**src/rtl/sub8_approx_pkg.sv**
```systemverilog
// Shared constants and reference functions for the approximate 8-bit subtractor.
// Used by the RTL core and by the bench scoreboard.
package sub8_approx_pkg;

    localparam int unsigned SUB_WIDTH      = 8;
    localparam int unsigned SUB_APPROX_LSB = 4;

    typedef logic [SUB_WIDTH-1:0] operand_t;
    typedef logic [SUB_WIDTH:0]   diff_t;
    typedef logic [SUB_WIDTH+1:0] err_t;

    // Low bits by XOR, high bits exact with a borrow guessed from the top approximate bit.
    function automatic diff_t approx_sub(input operand_t a, input operand_t b);
        logic                               bs;
        logic [SUB_WIDTH-SUB_APPROX_LSB:0]  hi;
        bs = ~a[SUB_APPROX_LSB-1] & b[SUB_APPROX_LSB-1];
        hi = {1'b0, a[SUB_WIDTH-1:SUB_APPROX_LSB]} - {1'b0, b[SUB_WIDTH-1:SUB_APPROX_LSB]}
             - {{(SUB_WIDTH-SUB_APPROX_LSB){1'b0}}, bs};
        return {hi, a[SUB_APPROX_LSB-1:0] ^ b[SUB_APPROX_LSB-1:0]};
    endfunction

    function automatic diff_t exact_sub(input operand_t a, input operand_t b);
        return {1'b0, a} - {1'b0, b};
    endfunction

endpackage

```
**src/rtl/sub8_approx_core.sv**
```systemverilog
// Combinational approximate and exact difference of two unsigned operands.
module sub8_approx_core
    import sub8_approx_pkg::*;
#(
    parameter int unsigned WIDTH      = SUB_WIDTH,
    parameter int unsigned APPROX_LSB = SUB_APPROX_LSB
) (
    input  logic [WIDTH-1:0] a,
    input  logic [WIDTH-1:0] b,
    output logic [WIDTH:0]   d,
    output logic [WIDTH:0]   e
);

    localparam int unsigned HW = WIDTH - APPROX_LSB;

    logic        bs;
    logic [HW:0] hi;

    // Speculative borrow: assume the approximate low part borrowed iff its MSB would.
    assign bs = ~a[APPROX_LSB-1] & b[APPROX_LSB-1];
    assign hi = {1'b0, a[WIDTH-1:APPROX_LSB]} - {1'b0, b[WIDTH-1:APPROX_LSB]}
                - {{HW{1'b0}}, bs};
    assign d  = {hi, a[APPROX_LSB-1:0] ^ b[APPROX_LSB-1:0]};
    assign e  = {1'b0, a} - {1'b0, b};

endmodule

```
**src/rtl/sub8_approx_pipe.sv**
```systemverilog
// Two-stage valid/ready pipeline around the approximate subtractor core, with
// per-result error magnitude and saturating running error statistics.
module sub8_approx_pipe
    import sub8_approx_pkg::*;
#(
    parameter int unsigned WIDTH      = SUB_WIDTH,
    parameter int unsigned APPROX_LSB = SUB_APPROX_LSB,
    parameter int unsigned STAT_W     = 32
) (
    input  logic              clk,
    input  logic              rst_n,
    input  logic              in_valid,
    output logic              in_ready,
    input  logic [WIDTH-1:0]  in_a,
    input  logic [WIDTH-1:0]  in_b,
    output logic              out_valid,
    input  logic              out_ready,
    output logic [WIDTH:0]    out_d,
    output logic [WIDTH+1:0]  out_err,
    input  logic              stat_clear,
    output logic [STAT_W-1:0] stat_count,
    output logic [STAT_W-1:0] stat_err_sum,
    output logic [WIDTH+1:0]  stat_wce
);

    logic [WIDTH:0]   core_d, core_e;
    logic             s1_valid_q, s2_valid_q;
    logic [WIDTH:0]   s1_d_q, s1_e_q, s2_d_q;
    logic [WIDTH+1:0] s2_err_q;
    logic             s1_ready, s2_ready;
    logic [WIDTH+1:0] err_diff, s1_err;

    logic [STAT_W-1:0] count_q, count_d, err_sum_q, err_sum_d;
    logic [WIDTH+1:0]  wce_q, wce_d;
    logic [STAT_W:0]   sum_ext;
    logic              out_hs;

    sub8_approx_core #(
        .WIDTH      (WIDTH),
        .APPROX_LSB (APPROX_LSB)
    ) u_core (
        .a (in_a),
        .b (in_b),
        .d (core_d),
        .e (core_e)
    );

    assign s2_ready = ~s2_valid_q | out_ready;
    assign s1_ready = ~s1_valid_q | s2_ready;
    assign in_ready = s1_ready;

    // Both values sign-extended to WIDTH+2 so the difference cannot overflow.
    always_comb begin
        err_diff = {s1_e_q[WIDTH], s1_e_q} - {s1_d_q[WIDTH], s1_d_q};
        s1_err   = err_diff[WIDTH+1] ? (~err_diff + 1'b1) : err_diff;
    end

    always_ff @(posedge clk or negedge rst_n) begin
        if (!rst_n) begin
            s1_valid_q <= 1'b0;
            s1_d_q     <= '0;
            s1_e_q     <= '0;
        end else if (s1_ready) begin
            s1_valid_q <= in_valid;
            if (in_valid) begin
                s1_d_q <= core_d;
                s1_e_q <= core_e;
            end
        end
    end

    always_ff @(posedge clk or negedge rst_n) begin
        if (!rst_n) begin
            s2_valid_q <= 1'b0;
            s2_d_q     <= '0;
            s2_err_q   <= '0;
        end else if (s2_ready) begin
            s2_valid_q <= s1_valid_q;
            if (s1_valid_q) begin
                s2_d_q   <= s1_d_q;
                s2_err_q <= s1_err;
            end
        end
    end

    assign out_valid = s2_valid_q;
    assign out_d     = s2_d_q;
    assign out_err   = s2_err_q;

    assign out_hs  = s2_valid_q & out_ready;
    assign sum_ext = {1'b0, err_sum_q} + {{(STAT_W-WIDTH-1){1'b0}}, s2_err_q};

    // Clear wins over a coincident handshake; that result is dropped from the stats.
    always_comb begin
        count_d   = count_q;
        err_sum_d = err_sum_q;
        wce_d     = wce_q;
        if (stat_clear) begin
            count_d   = '0;
            err_sum_d = '0;
            wce_d     = '0;
        end else if (out_hs) begin
            if (count_q != '1) begin
                count_d = count_q + 1'b1;
            end
            err_sum_d = sum_ext[STAT_W] ? '1 : sum_ext[STAT_W-1:0];
            if (s2_err_q > wce_q) begin
                wce_d = s2_err_q;
            end
        end
    end

    always_ff @(posedge clk or negedge rst_n) begin
        if (!rst_n) begin
            count_q   <= '0;
            err_sum_q <= '0;
            wce_q     <= '0;
        end else begin
            count_q   <= count_d;
            err_sum_q <= err_sum_d;
            wce_q     <= wce_d;
        end
    end

    assign stat_count   = count_q;
    assign stat_err_sum = err_sum_q;
    assign stat_wce     = wce_q;

endmodule

```
**config.mk**
```make
export PLATFORM = sky130hd
export DESIGN_NAME = sub8_approx_pipe
export DESIGN_NICKNAME = d
export VERILOG_FILES = /design/src/rtl/sub8_approx_pkg.sv /design/src/rtl/sub8_approx_core.sv /design/src/rtl/sub8_approx_pipe.sv
export SDC_FILE = /design/constraint.sdc
export NUM_CORES = 1
export LEC_CHECK = 0
export CORE_MARGIN = 10
export CORE_UTILIZATION = 48
export CTS_BUF_LIST = sky130_fd_sc_hd__clkbuf_16
export CTS_CLUSTER_SIZE = 10
export DETAILED_ROUTE_END_ITERATION = 10
export HOLD_SLACK_MARGIN = 0.15
export PLACE_DENSITY = 0.82
export SYNTH_ARGS = -nofsm -noshare
export SYNTH_HDL_FRONTEND = slang
export SYNTH_SLANG_ARGS = --single-unit
```
**constraint.sdc**
```tcl
create_clock -name clk -period 2.4 [get_ports clk]
set_input_delay 0.6 -clock clk [delete_from_list [all_inputs] [get_ports clk]]
set_output_delay 0.6 -clock clk [all_outputs]
set_load 0.03 [all_outputs]
```
# [Word-level counts from Yosys, hierarchy flattened]
# Index checks and enable logic that the tools add are counted.
# W data, S select, Z words.
[classes] add_sub_neg=7 n_lt_le_gt_ge=1 eq_ne=1 muxes=10 bitwise=9 n_reduce_logical=7
[ops] operator="$mux W32" n=6
[ops] operator="$mux W10" n=4
[ops] operator="$add A32 B10 Y33" n=1
[ops] operator="$add A32 B1 Y32 const B" n=1
[ops] operator="$ne A32 B32 Y1 const B" n=1
[ops] operator="$add A10 B1 Y10 const B" n=1
[ops] operator="$gt A10 B10 Y1" n=1
[ops] operator="$not A10 Y10" n=1
[ops] operator="$sub A9 B9 Y10" n=1
[ops] operator="$sub A8 B8 Y9" n=1
[ops] operator="$reduce_and A2 Y1" n=4
[ops] operator="$reduce_bool A2 Y1" n=3
[ops] operator="$sub A4 B4 Y5" n=1
[ops] operator="$sub A5 B1 Y5" n=1
[ops] operator="$xor A4 B4 Y4" n=1
[ops] operator="$not A1 Y1" n=3
[ops] operator="$and A1 B1 Y1" n=2
[ops] operator="$or A1 B1 Y1" n=2
[word_totals] reg_bits=113 in_bits=21 out_inout_bits=95 word_cells=44

# [Longest topological paths before layout]
[logic_depth] depth_word=4 mapped_depth=12 ltp_nobuf=12

# [By module]
# A second synthesis with hierarchy kept.
[unflattened] hier_cells=749 hier_area_um2=6975.4
[modules_own_cells] mod="sub8_approx_pipe" n_inst=1 cells_per_inst=671 area_each_um2=6397.4 seq_area_each_um2=2827.7
[modules_own_cells] mod="sub8_approx_core" n_inst=1 cells_per_inst=78 area_each_um2=578.1 seq_area_each_um2=0.0

# [Worst setup path before layout]
# Ideal clock, no wire load.
[synth_path] path_type="register to register" start="register s2_err_q[9], in the netlist out_err[9]" end="register err_sum_q[30], in the netlist stat_err_sum[30]" setup_time_ps=132 t_arrival_ps=2359 required_ps=2268 setup_slack_ps=-91 stages_incl_launch_ff=10 n_path_buf=1 period_less_slack_ps=2491 path_cell_list="dfrtp_1 ha_1 nor2_1 or4_4 buf_6 nor2_4 a21oi_2 or4b_1 o21ai_1 nor2_1"
[synth_between] elab_chain_len=4
[synth_lines] element="start, declared" line="sub8_approx_pipe.sv:29" rtl="logic [WIDTH+1:0] s2_err_q;"
[synth_lines] element="start signal, assigned" line="sub8_approx_pipe.sv:81" rtl="s2_err_q <= s1_err;"
[synth_lines] element="$add A32 B10 Y33" line="sub8_approx_pipe.sv:91" rtl="assign sum_ext = {1'b0, err_sum_q} + {{(STAT_W-WIDTH-1){1'b0}}, s2_err_q};"
[synth_lines] element="$mux W32" line="sub8_approx_pipe.sv:106" rtl="err_sum_d = sum_ext[STAT_W] ? '1 : sum_ext[STAT_W-1:0];"
[synth_lines] element="$mux W32" line="sub8_approx_pipe.sv:102" rtl="end else if (out_hs) begin"
[synth_lines] element="$mux W32" line="sub8_approx_pipe.sv:98" rtl="if (stat_clear) begin"
[synth_lines] element="end signal, assigned" line="sub8_approx_pipe.sv:120" rtl="err_sum_q <= err_sum_d;"
[synth_lines] element="end, declared" line="sub8_approx_pipe.sv:33" rtl="logic [STAT_W-1:0] count_q, count_d, err_sum_q, err_sum_d;"
# No other way between the ends. The select of a mux whose other input is x is not followed.
# A chain may end at the register's enable or synchronous reset.

# [Worst setup path in the final report]
[layout_path] start="input port in_b[3]" end="register s1_d_q[6]"
[layout_between] elab_chain_len=2
[layout_lines] element="start, declared" line="sub8_approx_pipe.sv:15" rtl="input logic [WIDTH-1:0] in_b,"
[layout_lines] element="$and A1 B1 Y1" line="sub8_approx_core.sv:20" rtl="assign bs = ~a[APPROX_LSB-1] & b[APPROX_LSB-1];"
[layout_lines] element="$sub A5 B1 Y5" line="sub8_approx_core.sv:22" rtl="- {{HW{1'b0}}, bs};"
[layout_lines] element="end signal, assigned" line="sub8_approx_pipe.sv:66" rtl="s1_d_q <= core_d;"
[layout_lines] element="end, declared" line="sub8_approx_pipe.sv:28" rtl="logic [WIDTH:0] s1_d_q, s1_e_q, s2_d_q;"
# No other way between the ends.

==> flow_summary.ini <==
[clock_network]
cts-root-buf = clkbuf_16
clockBufferDepth = 2
h-tree-depth = 3
clk_latency_ns = 0.36
path_clk_slew_ns = 0.07
cts_tree = done
cts.hold.buffers_added = 0
numClockSinks = 111
numCtsBuffers = 9

[sta]
holdWs_ns = 0.2435
finalMaxSlewViolations = 0
tns_ns = 0
min_period_over_period = 0.9692
setup_viol = 0
relSlewSlack = 0.5289
worst_slew_pin_slew_ns = 0.7066
hold_violations = 0
clock.fmax_ghz = 0.4299
finalWorstSetupSlack_ns = 0.07394
min_period_ns = 2.326
fin_skew_ns = 0.01469

[synth]
synth_cells = 723
async_flop_share = 1.000
synth_area_per_cell_um2 = 9.236
synth_ff_type = dfrtp_1
synth_fp_nets = 792
ys_seq_elements = 111
ys_seq_area_frac = 0.4160
ys_types = 70
netlist_area_um2 = 6678
yosys_warnings = 0
synth_edf_count = 0

[place]
dp_hpwl_um = 12170
gp_congestion = 0.8525
portBuffers = 114
post_dp_cell_area_um2 = 8403
dpl_worst_slack_ns = -0.6191

[power_and_ir_drop]
peakVddDrop_mv = 0.4401
leakage_nw = 4.034
powerDensity_nw_per_um2 = 816.2

[global_route]
track_usage = 0.1714
antenna_found_initial = 0
grt_first_pass_wirelength_um = 26620
grt_max_degree = 112
first_global_vias = 5462
grt_overflow = 0

[route]
dr.pass1.iters = 5
drt_iter0_markers = 424
wire_per_inst_um = 15.47
num_vias = 5722
post-route-drc-count = 0
detail_route.vias_per_cell = 5.318
antenna_left = 0
finalWirelength_um = 16650

[worst_setup_path]
crit_type = input port to flip-flop
reg2reg_depth = 9
regToRegSetupSlack_ns = 0.08
rr_startpoint = s1_d_q[2]$_DFFE_PN0P_
worst-path-max-fanout = 2
worstPathArrival_ns = 2.56
setup.worst_path.end_class = flip-flop
start_kind = input port
critPathRequiredTime_ns = 2.64
reg2reg_to = out_err[8]$_DFFE_PN0P_

[job]
maxCapViolations = 0

[final_layout]
fillers = 1148
finalNetCount = 960
fin_area_um2 = 8944
final_cell_mix = 108 x dfrtp_1, 104 x clkdlybuf4s50_1, 78 x nand2_1
final_common_cell = dfrtp_1
antenna_cells = 0
drive_above_1_share = 0.1585
area_delta_synth_final_pct = 33.93

[floorplanning]
start_util = 0.4848
die_area_um2 = 19030
die_y_um = 138.0
fp-row-count = 43
io_pins = 116
fp.dieW_um = 138.0
core_um2 = 13770

[min_path]
worstHoldPathType = input port to asynchronous set/reset pin

[status]
outcome = complete, no violations
==> critical path, stage by stage <==
cell	delay, ns
dlygate4sd2_1	0.24
ha_1	0.18
inv_2	0.05
fa_2	0.46
inv_2	0.09
ha_4	0.14
nor2_4	0.04
fa_2	0.35
buf_4	0.15
xnor2_2	0.12
nand2_1	0.07
o21ai_0	0.07
==> how the worst max path moves through the flow <==
stage                                         to             startpoint  slack, ns
after CTS                  s1_d_q[8]$_DFFE_PN0P_                in_a[3]      0.002
final                      s1_d_q[6]$_DFFE_PN0P_                in_b[3]       0.07
after global routing      out_err[4]$_DFFE_PN0P_  s1_d_q[2]$_DFFE_PN0P_      -0.06
after detailed placement   s1_d_q[8]$_DFFE_PN0P_                in_a[3]      -0.62
after global placement     s1_d_q[8]$_DFFE_PN0P_                in_a[3]      -0.51
after floorplan            s1_d_q[8]$_DFFE_PN0P_                in_a[3]       0.03
==> synth_stat cells (4+ instances only) <==
cell / number / share of area
a21o_1: 9 / 0.010
a21oi_1: 49 / 0.037
fa_1: 4 / 0.012
or3_1: 10 / 0.0094
nor2_1: 55 / 0.031
xnor2_1: 38 / 0.050
nand2b_1: 6 / 0.0056
dfrtp_1: 111 / 0.42
and4_1: 7 / 0.0092
nand2_1: 79 / 0.044
ha_1: 44 / 0.082
nand3b_1: 4 / 0.0045
a31oi_1: 11 / 0.010
xor2_1: 27 / 0.035
nand4_1: 9 / 0.0084
buf_2: 4 / 0.0030
nor3_1: 13 / 0.0097
o21bai_1: 5 / 0.0056
and3_1: 14 / 0.013
mux2i_1: 10 / 0.015
nand3_1: 20 / 0.015
and2_1: 6 / 0.0056
o21ai_0: 58 / 0.043
clkbuf_1: 18 / 0.010
inv_1: 49 / 0.028
==> power breakdown <==
group / leakage, nW / internal [W] / switching, W
Combinational: 2.42 / 0.00159 / 0.00187
Sequential: 1.47 / 0.00211 / 0.000200
Clock: 0.139 / 0.000811 / 0.000723
==> timing repair <==
action / CTS / global route
gates resized for setup: 15 / 39
hold endpoints to repair: 0 / 0
pin swaps: 6 / 21
setup buffers: 1 / 8
setup endpoints to repair: 6 / 30
==> registers in the layout, indices dropped and copies added, names as in the netlist <==
signal	count
stat_count	32
stat_err_sum	32
stat_wce	10
out_d	9
out_err	9
s1_d_q	9
s1_e_q	8
out_valid	1
s1_valid_q	1
==> metrics by stage <==
stage	std cells	utilization	power, W
2_1_floorplan	723	-	0.004383
3_3_place_gp	1051	0.6101	0.005396
3_5_place_dp	1051	0.6101	0.005504
4_1_cts	1068	0.6341	0.007060
5_1_grt	1076	0.6493	0.007758
6_report	1076	0.6493	0.007300
==> area by class of cell <==
type                       count  area, um2  area share
timing repair buffer         181       1674      0.1872
sequential                   111       2781      0.3110
inverter                      49      183.9     0.02057
tap                          180      225.2     0.02518
clock inverter                 7      71.32    0.007974
clock buffer                   9      225.2     0.02518
multi-input combinational    539       3782      0.4229
==> cell families (layout without fill, tap and decap cells) <==
family	count (synthesis)	after routing	share of synthesized area
compound gates	164	164	0.1480
xor+xnor	65	65	0.08525
fa+ha+maj	48	48	0.09444
buf+inv	73	246	0.04347
flops	111	111	0.4160
mux	11	11	0.01668
other cells	2	2	0.001125
simple gates	249	249	0.1951
==> metal layers <==
| metal | vias up | global-route usage | wire length [um] |
|---|---|---|---|
| li1 | 2833 | - | - |
| met1 | 2741 | 0.2248 | 7499 |
| met2 | 125 | 0.2744 | 7961 |
| met3 | 23 | 0.02935 | 868 |
| met4 | 0 | 0.07068 | 318 |
| met5 | - | 0 | 0 |
(Power assumes the default switching activity.)
